==> config.mk <==
export PLATFORM = sky130hd
export DESIGN_NAME = secuenciador_mux
export DESIGN_NICKNAME = d
export VERILOG_FILES = /design/src/rtl/secuenciador_mux.sv
export SDC_FILE = /design/constraint.sdc
export NUM_CORES = 1
export LEC_CHECK = 0
export CORE_MARGIN = 5
export CORE_UTILIZATION = 49
export DETAILED_ROUTE_END_ITERATION = 8
export PLACE_DENSITY = 0.8
export SLEW_MARGIN = 10
export SYNTH_ARGS = -nofsm -noshare
export SYNTH_HDL_FRONTEND = slang
export SYNTH_SLANG_ARGS = --single-unit
==> constraint.sdc <==
create_clock -name iClock -period 2.8 [get_ports iClock]
set_input_delay 0.7 -clock iClock [delete_from_list [all_inputs] [get_ports iClock]]
set_output_delay 0.7 -clock iClock [all_outputs]
set_load 0.005 [all_outputs]
==> src/rtl/secuenciador_mux.sv <==
// Upstream sequencer: latches a 4-bit word and walks oSelector 00..11 so the
// downstream registered 4:1 stage serialises the word LSB first.
module secuenciador_mux #(
    parameter int unsigned CICLOS_POR_BIT = 1,
    parameter int unsigned GUARDA         = 0
) (
    input  logic       iClock,
    input  logic       iReset,
    input  logic [3:0] iDato,
    input  logic       iValido,
    output logic       oListo,
    output logic [3:0] oData,
    output logic [1:0] oSelector,
    output logic       oBitValido,
    output logic       oValidoSalida,
    output logic       oFin,
    output logic       oOcupado
);

    typedef enum logic [1:0] {StIdle, StShift, StGuard} tEstado;

    localparam logic [3:0] FinBit    = 4'(CICLOS_POR_BIT - 1);
    localparam logic [3:0] PreFinBit = 4'(CICLOS_POR_BIT - 2);
    localparam logic [3:0] FinGuarda = 4'(GUARDA - 1);
    localparam bit         HayGuarda = (GUARDA > 0);
    localparam bit         UnCiclo   = (CICLOS_POR_BIT == 1);

    tEstado     estado;
    logic [3:0] contador;

    always_ff @(posedge iClock) begin
        if (iReset) begin
            estado        <= StIdle;
            contador      <= '0;
            oListo        <= 1'b0;
            oData         <= '0;
            oSelector     <= '0;
            oBitValido    <= 1'b0;
            oValidoSalida <= 1'b0;
            oFin          <= 1'b0;
        end else begin
            oValidoSalida <= oBitValido;
            oFin          <= 1'b0;
            unique case (estado)
                StIdle: begin
                    if (oListo && iValido) begin
                        oData      <= iDato;
                        oSelector  <= 2'b00;
                        contador   <= '0;
                        oListo     <= 1'b0;
                        oBitValido <= 1'b1;
                        estado     <= StShift;
                    end else begin
                        oListo <= 1'b1;
                    end
                end
                StShift: begin
                    // oFin is registered, so it is raised one edge ahead of the
                    // last cycle of bit 3.
                    if (contador == FinBit) begin
                        contador <= '0;
                        if (oSelector != 2'b11) begin
                            oSelector <= oSelector + 2'd1;
                            oFin      <= UnCiclo && (oSelector == 2'b10);
                        end else begin
                            oBitValido <= 1'b0;
                            if (HayGuarda) begin
                                estado <= StGuard;
                            end else begin
                                estado <= StIdle;
                                oListo <= 1'b1;
                            end
                        end
                    end else begin
                        contador <= contador + 4'd1;
                        oFin     <= (oSelector == 2'b11) && (contador == PreFinBit);
                    end
                end
                StGuard: begin
                    if (contador == FinGuarda) begin
                        contador <= '0;
                        estado   <= StIdle;
                        oListo   <= 1'b1;
                    end else begin
                        contador <= contador + 4'd1;
                    end
                end
                default: estado <= StIdle;
            endcase
        end
    end

    assign oOcupado = (estado != StIdle);

endmodule

# Word-level counts from Yosys, hierarchy flattened
# Index checks and enable logic that the tools add are counted.
[classes] n_addsub=2 eq_ne=11 mux=24 bitwise=1 reduce_logical=14
[op_table] cell="$reduce_and 4->1" count=4
[op_table] cell="$mux 2" count=7
[op_table] cell="$mux 4" count=3
[op_table] cell="$ne 2x2->1 const B" count=6
[op_table] cell="$pmux 4 s3" count=1
[op_table] cell="$mux 1" count=9
[op_table] cell="$eq 2x2->1 const B" count=3
[op_table] cell="$pmux 2 s3" count=1
[op_table] cell="$add 4x1->4 const B" count=1
[op_table] cell="$eq 4x4->1 const B" count=1
[op_table] cell="$logic_not 4->1" count=1
[op_table] cell="$pmux 2 s2" count=1
[op_table] cell="$reduce_and 2->1" count=2
[op_table] cell="$reduce_bool 2->1" count=2
[op_table] cell="$pmux 1 s3" count=1
[op_table] cell="$reduce_bool 3->1" count=1
[op_table] cell="$add 2x1->2 const B" count=1
[op_table] cell="$eq 2x1->1 const B" count=1
[op_table] cell="$logic_and 1x1->1" count=2
[op_table] cell="$logic_not 2->1" count=1
[op_table] cell="$pmux 1 s2" count=1
[op_table] cell="$reduce_or 2->1" count=1
[op_table] cell="$not 1->1" count=1
[word_totals] ff_bits=16 input_bits=7 output_inout_bits=11 wordCells=60

# Depth between registers and ports, before layout
# Gate-level depths: netlist (run 1).
[logic_depth] ltp_word=4 mapped_depth=5

# Worst setup path after synthesis (run 1)
# Ideal clock, no wire load.
[synth_timing] path_type="register to register" from="reg contador[0]" to="reg oSelector[0]" setup_time_ps=123 arrival_time_ps=1198 required_time_ps=2677 slack_ps=1479 stages_incl_launch_ff=6 path_buffers=0 period_less_slack_ps=1321 path_cell_list="dfxtp_1 > inv_1 > ha_1 > or3b_4 > o311ai_4 > a21oi_2"
[synth_via] elab_chain_len=3
[synth_rtl] item="start, declared" line="29" source="logic [3:0] contador;"
[synth_rtl] item="start signal, assigned" line="75" source="contador <= contador + 4'd1;"
[synth_rtl] item="start signal, assigned" line="85" source="contador <= contador + 4'd1;"
[synth_rtl] item="$logic_not 4->1" line="60" source="if (contador == FinBit) begin"
[synth_rtl] item="$ne 2x2->1 (no source line)"
[synth_rtl] item="$reduce_and 4->1 (no source line)"
[synth_rtl] item="end signal, assigned" line="63" source="oSelector <= oSelector + 2'd1;"
[synth_rtl] item="end, declared" line="13" source="output logic [1:0] oSelector,"
# No other way between the ends.
# A chain may end at the register's enable or synchronous reset.

# Final worst setup path (run 1)
[layout_timing] from="reg oBitValido" to="out oBitValido"
[layout_lines] item="start, declared" line="14" source="output logic oBitValido,"
[layout_lines] item="start signal, assigned" line="38" source="oBitValido <= 1'b0;"
[layout_lines] item="start signal, assigned" line="51" source="oBitValido <= 1'b1;"
[layout_lines] item="start signal, assigned" line="66" source="oBitValido <= 1'b0;"
# No word-level cell between the ends.

==> results of run 1 <==
registers in the layout, indices dropped and copies added, names as in the netlist:
name and flops:
oFin 1, oBitValido 1, oData 4, oValidoSalida 1, oSelector 2, oListo 1
contador 4
cells in the mapped netlist:
cell type / instances
buf_4: 1
nor2b_1: 2
dfxtp_1: 14
nand3_1: 6
nand2b_1: 1
nor2_1: 5
buf_2: 1
clkbuf_4: 1
nand2_1: 4
nor4_1: 1
nor3b_2: 1
nand3b_1: 1
ha_1: 4
a21oi_1: 7
o21a_1: 1
a211oi_1: 2
o21ai_0: 1
a21o_1: 1
and3_1: 1
mux2i_1: 4
nand3b_4: 1
inv_1: 5
or3b_4: 1
or3_1: 1
a21oi_2: 1
nand4_1: 1
o311ai_4: 1
kinds of logic after synthesis:
group | count (synthesis)
adders and majority gates | 4
buffers and inverters | 8
DFF | 14
muxes | 4
and+or+nand+nor | 26
AOI/OAI and AO/OA | 14
cell usage in the layout (no fill, tap or decap), drive strengths merged, types with 2 or more instances in the layout:
cell	instances
a21oi	8
a211oi	2
mux2i	4
nor2	5
inv	5
nand3b	2
nand2	4
nand3	6
nor2b	2
clkbuf	4
ha	4
clkdlybuf4s50	17
dfxtp	14
power by group:
| part | leakage [nW] | internal, mW | switching, mW |
|---|---|---|---|
| clock | 0.0210 | 0.0791 | 0.0602 |
| sequential | 0.114 | 0.211 | 0.0152 |
| combinational | 0.223 | 0.0483 | 0.0333 |
| total | 0.359 | 0.338 | 0.109 |
path summary, 6_finish.rpt:
path	slack [ns]	cells past startpoint	to	start
worst max register to register	1.36	5	oSelector[0]	contador[0]
worst max-delay path	0.66	1	oBitValido	oBitValido
worst min-delay path	0.51	2	oData[2]	oData[2]
worst min register to register	0.51	2	oData[2]	oData[2]
layout make-up:
class / count / area, µm²
inverter: 5 / 18.8
timing repair buffer: 17 / 170
tap: 15 / 18.8
sequential: 14 / 280
clock buffer: 4 / 36.3
fill: 109 / 423
multi-input combinational: 48 / 354
per-layer routing:
metal	part of all wire (%)	wire, µm	vias to the layer above
met5	0	0	-
met4	0.79	10	0
met3	6.1	77	2
met2	50	634	15
met1	43	535	261
li1	-	-	284
metrics by stage:
step | worst slack, ns | area [µm²] | util (%)
final | 0.657 | 878 | 67.5
after detailed placement | 0.805 | 842 | 64.7
after floorplan | 1.48 | 673 | -
after CTS | 0.646 | 878 | 67.5
after global placement | 0.842 | 842 | 64.7
after global routing | 0.587 | 878 | 67.5
==> impl_metrics.env, run 1 <==
export IMPL_totalWireLength_mm=1.26
export IMPL_htreeDepth=1
export IMPL_start_util_pct=51.7
export IMPL_yosys_top_cells_area="dfxtp_1 (42%), ha_1 (7.4%), mux2i_1 (5.9%)"
export IMPL_cts_resized=0
export IMPL_grt_util_met2_pct=25.5
export IMPL_antenna_found_initial=0
export IMPL_cp_arrival_ns=1.44
export IMPL_syn_area_per_cell_um2=9.62
export IMPL_yosysTopAreaCellShare_pct=41.6
export IMPL_hold_path_class="reg2reg"
export IMPL_drtAntennaViolNets=0
export IMPL_synth_cell_area_um2=673
export IMPL_final_period_utilization_pct=76.5
export IMPL_endpoint_kind="output port"
export IMPL_die_h_um=47.1
export IMPL_whs_ns=0.510
export IMPL_area_growth_pct=30.5
export IMPL_dieArea_um2=2220
export IMPL_dpl_cell_count=99
export IMPL_ys_ff_latch=14
export IMPL_clk_latency_ns=0.27
export IMPL_tightest_slew_ns=0.483
export IMPL_cts_sinks=14
export IMPL_path_class="reg2out"
export IMPL_p_leak_nw=0.359
export IMPL_drt_iter0_markers=5
export IMPL_cts_tree="done"
export IMPL_diodes=0
export IMPL_skew_ns=0.00236
export IMPL_numCtsBuffers=3
export IMPL_maxCapViolations=0
export IMPL_die_width_um=47.1
export IMPL_cts_buffer_depth=2
export IMPL_synthAdderAreaFrac_pct=7.43
export IMPL_setup_viol=0
export IMPL_yosysSeqAreaShare_pct=41.6
export IMPL_use_met1_pct=14.9
export IMPL_crit_chain="clkdlybuf4s50_1"
export IMPL_synth_xor_area_share_pct=0
export IMPL_max_freq_ghz=0.467
export IMPL_cts_root_buf="clkbuf_4"
export IMPL_drt_vias_per_instance=5.46
export IMPL_muxShareOfSynthArea_pct=5.95
export IMPL_num_vias=562
export IMPL_coreArea_um2=1300
export IMPL_critPathBufInv=1
export IMPL_synth_compound_area_share_pct=15.6
export IMPL_status="complete, no violations"
export IMPL_hold_violations=0
export IMPL_placementRows=13
export IMPL_slew_headroom_pct=67.7
export IMPL_final_setup_tns_ns=0
export IMPL_drive_gt1_share_pct=10.2
export IMPL_drc=0
export IMPL_io_buffers=17
export IMPL_synth_distinct_cells=27
export IMPL_yosysWarnings=0
export IMPL_globalRoute_busiestLayer="met2"
export IMPL_critical_path_top_delay_family="buffers and inverters"
export IMPL_power_total_mw=0.447
export IMPL_post_cts_buffers=0
export IMPL_synth_simple_area_share_pct=23.6
export IMPL_grt_max_degree=14
export IMPL_nets=100
export IMPL_grt_pass1_wl_mm=2.21
export IMPL_power_density_nw_per_um2=509
export IMPL_dr_pass1_iters=3
export IMPL_place_hpwl_um=934
export IMPL_ir_drop_mv=0.325
export IMPL_rsz0062_at_grt="false"
export IMPL_cp_slowest_cell="clkdlybuf4s50_1"
export IMPL_place_gp_congestion=0.727
export IMPL_synth_top_family_by_area="simple AND/OR/NAND/NOR gates"
export IMPL_min_period_ns=2.14
export IMPL_slew_violations=0
export IMPL_syn_num_nets=81
export IMPL_syn_inst=70
export IMPL_worstPathMaxFanout=13
export IMPL_use_met3_pct=6.13
export IMPL_io_pins=18
export IMPL_grt_pass1_vias=553
export IMPL_startpoint_type="register"
export IMPL_wl_per_cell_um=12.2
export IMPL_required_ns=2.10
export IMPL_hold_buffers=0
export IMPL_overflow=0
export IMPL_fin_cells=103
export IMPL_clk_pin_slew_ns=0.08
export IMPL_slowest_delay_ns=0.59
export IMPL_track_usage_pct=14.3
export IMPL_synth_area_leader_cell="dfxtp_1"
No activity file was read; power rests on OpenSTA's default activity.
==> run 2, diff against run 1 <==
Settings changed: CORE_UTILIZATION 49 to 41, PLACE_DENSITY 0.8 to 0.71.
Clock period 2.8 ns to 1.9 ns, I/O delays scaled along.
==> run 2 against run 1 <==
Net effect:
- total power is 50% higher
- wire length is 5.2% higher
- register-to-register slack worse by 0.88 ns
- non-clock buffer count is 2 higher
- sequential cell count stayed put
- sequential share of layout area is 0.58 points lower
- first-iteration DRC count is 40% higher
- worst setup slack worse by 0.46 ns
- clock skew is 0.0016 ns higher
- die area is 15% higher
- worst hold slack better by 0.0045 ns
==> impl_metrics.env, run 2 (synthesis gave the netlist of run 1 again) <==
export IMPL_worstPathMaxFanout=4
export IMPL_skew_ns=0.00400
export IMPL_p_leak_nw=0.369
export IMPL_wl_met3_um=88
export IMPL_maxCapViolations=0
export IMPL_endpoint_kind="output port"
export IMPL_diodes=0
export IMPL_totalWireLength_mm=1.32
export IMPL_rr_worst_depth=5
export IMPL_final_common_cell="clkdlybuf4s50_1"
export IMPL_place_hpwl_mm=1.04
export IMPL_status="complete, no violations"
export IMPL_slew_headroom_pct=80.9
export IMPL_grt_max_degree=12
export IMPL_drc=0
export IMPL_final_setup_tns_ns=0
export IMPL_coreArea_um2=1520
export IMPL_setup_ws_ns=0.201
export IMPL_placementRows=14
export IMPL_track_usage_pct=10.7
export IMPL_slew_violations=0
export IMPL_wl_per_cell_um=12.5
export IMPL_dr_pass1_iters=2
export IMPL_startpoint_type="register"
export IMPL_die_h_um=50.5
export IMPL_r2r_slack_ns=0.48
export IMPL_area_growth_pct=32.9
export IMPL_path_class="reg2out"
export IMPL_cp_slowest_cell="clkdlybuf4s50_1"
export IMPL_slowest_delay_ns=0.54
export IMPL_largestRegisters="contador x4, oData x4, oSelector x2"
export IMPL_io_pins=18
export IMPL_reg2reg_to="oSelector[0]"
export IMPL_rsz0062_at_grt="false"
export IMPL_hold_violations=0
export IMPL_maxUsedRoutingLayer="met3"
export IMPL_tightest_slew_ns=0.286
export IMPL_rr_startpoint="contador[0]"
export IMPL_post_cts_buffers=0
export IMPL_cts_tree="done"
export IMPL_clk_latency_ns=0.27
export IMPL_final_cell_mix="clkdlybuf4s50_1 (17), dfxtp_1 (14), a21oi_1 (7)"
export IMPL_ir_drop_mv=0.499
export IMPL_grt_pass1_wl_mm=2.16
export IMPL_holdPathStages=2
export IMPL_cp_startpoint="oListo"
export IMPL_drt_iter0_markers=7
export IMPL_dieArea_um2=2550
export IMPL_final_period_utilization_pct=89.4
export IMPL_dp_slack_ns=0.375
export IMPL_cts_sinks=14
export IMPL_drt_vias_per_instance=5.25
export IMPL_hold_path_class="reg2reg"
export IMPL_cts_root_buf="clkbuf_4"
export IMPL_overflow=0
export IMPL_fin_area_um2=895
export IMPL_cts_resized=0
export IMPL_required_ns=1.42
export IMPL_setup_viol=0
export IMPL_drtAntennaViolNets=0
export IMPL_met2_length_um=664
export IMPL_power_density_nw_per_um2=751
export IMPL_critical_path_top_delay_family="buffers and inverters"
export IMPL_htreeDepth=1
export IMPL_numCtsBuffers=3
export IMPL_io_buffers=17
export IMPL_dpl_instance_area_um2=858
export IMPL_drive_gt1_share_pct=12.2
export IMPL_cp_depth=1
export IMPL_cp_arrival_ns=1.22
export IMPL_num_vias=556
export IMPL_max_freq_ghz=0.589
export IMPL_place_gp_congestion=0.766
export IMPL_antenna_found_initial=0
export IMPL_n_fill_cell=133
export IMPL_die_width_um=50.5
export IMPL_start_util_pct=44.2
export IMPL_cts_buffer_depth=2
export IMPL_hold_buffers=0
export IMPL_clk_pin_slew_ns=0.09
export IMPL_min_period_ns=1.70
export IMPL_wl_met1_um=570
export IMPL_crit_chain="clkdlybuf4s50_1"
export IMPL_critPathBufInv=1
export IMPL_endpoint="oListo"
export IMPL_grt_pass1_vias=535
export IMPL_nets=102
## run 2: cell types whose count changed in the layout (fill, tap and decap cells not counted), sizes merged
cell and change:
buf +2
## run 2: worst min-delay path by stage
stage,startpoint,end
final,oData[0],oData[0]
after global routing,oData[0],oData[0]
after CTS,oData[0],oData[0]
after detailed placement,oData[2],oData[2]
after global placement,oData[1],oData[1]
after floorplan,contador[0],contador[0]
## run 2: power by group
part | switching (mW) | internal (mW)
sequential | 0.0173 | 0.310
clock | 0.0972 | 0.116
combinational | 0.0552 | 0.0751
## run 2: layout make-up
| type | instances | area (µm²) | share of cell area (%) |
|---|---|---|---|
| clock buffers | 4 | 36.3 | 4.06 |
| well taps | 16 | 20.0 | 2.24 |
| inverters | 5 | 18.8 | 2.10 |
| multi-input cells | 48 | 354 | 39.6 |
| flip-flops and latches | 14 | 280 | 31.3 |
| repair buffers | 19 | 185 | 20.7 |
## run 2: through the flow
stage | utilization (%) | total power [mW] | hold slack [ns] | instances
floorplan | - | 0.407 | 0.488 | 70
global placement | 56.3 | 0.465 | 0.474 | 102
detailed placement | 56.3 | 0.466 | 0.492 | 102
CTS | 58.7 | 0.683 | 0.518 | 106
global route | 58.7 | 0.707 | 0.549 | 106
finish | 58.7 | 0.672 | 0.514 | 106
## run 2: per-layer routing
| layer | vias up | global-route usage [%] |
|---|---|---|
| met5 | - | 0 |
| met4 | 0 | 5.11 |
| met3 | 0 | 3.25 |
| met2 | 15 | 19.6 |
| met1 | 253 | 10.8 |
| li1 | 288 | - |
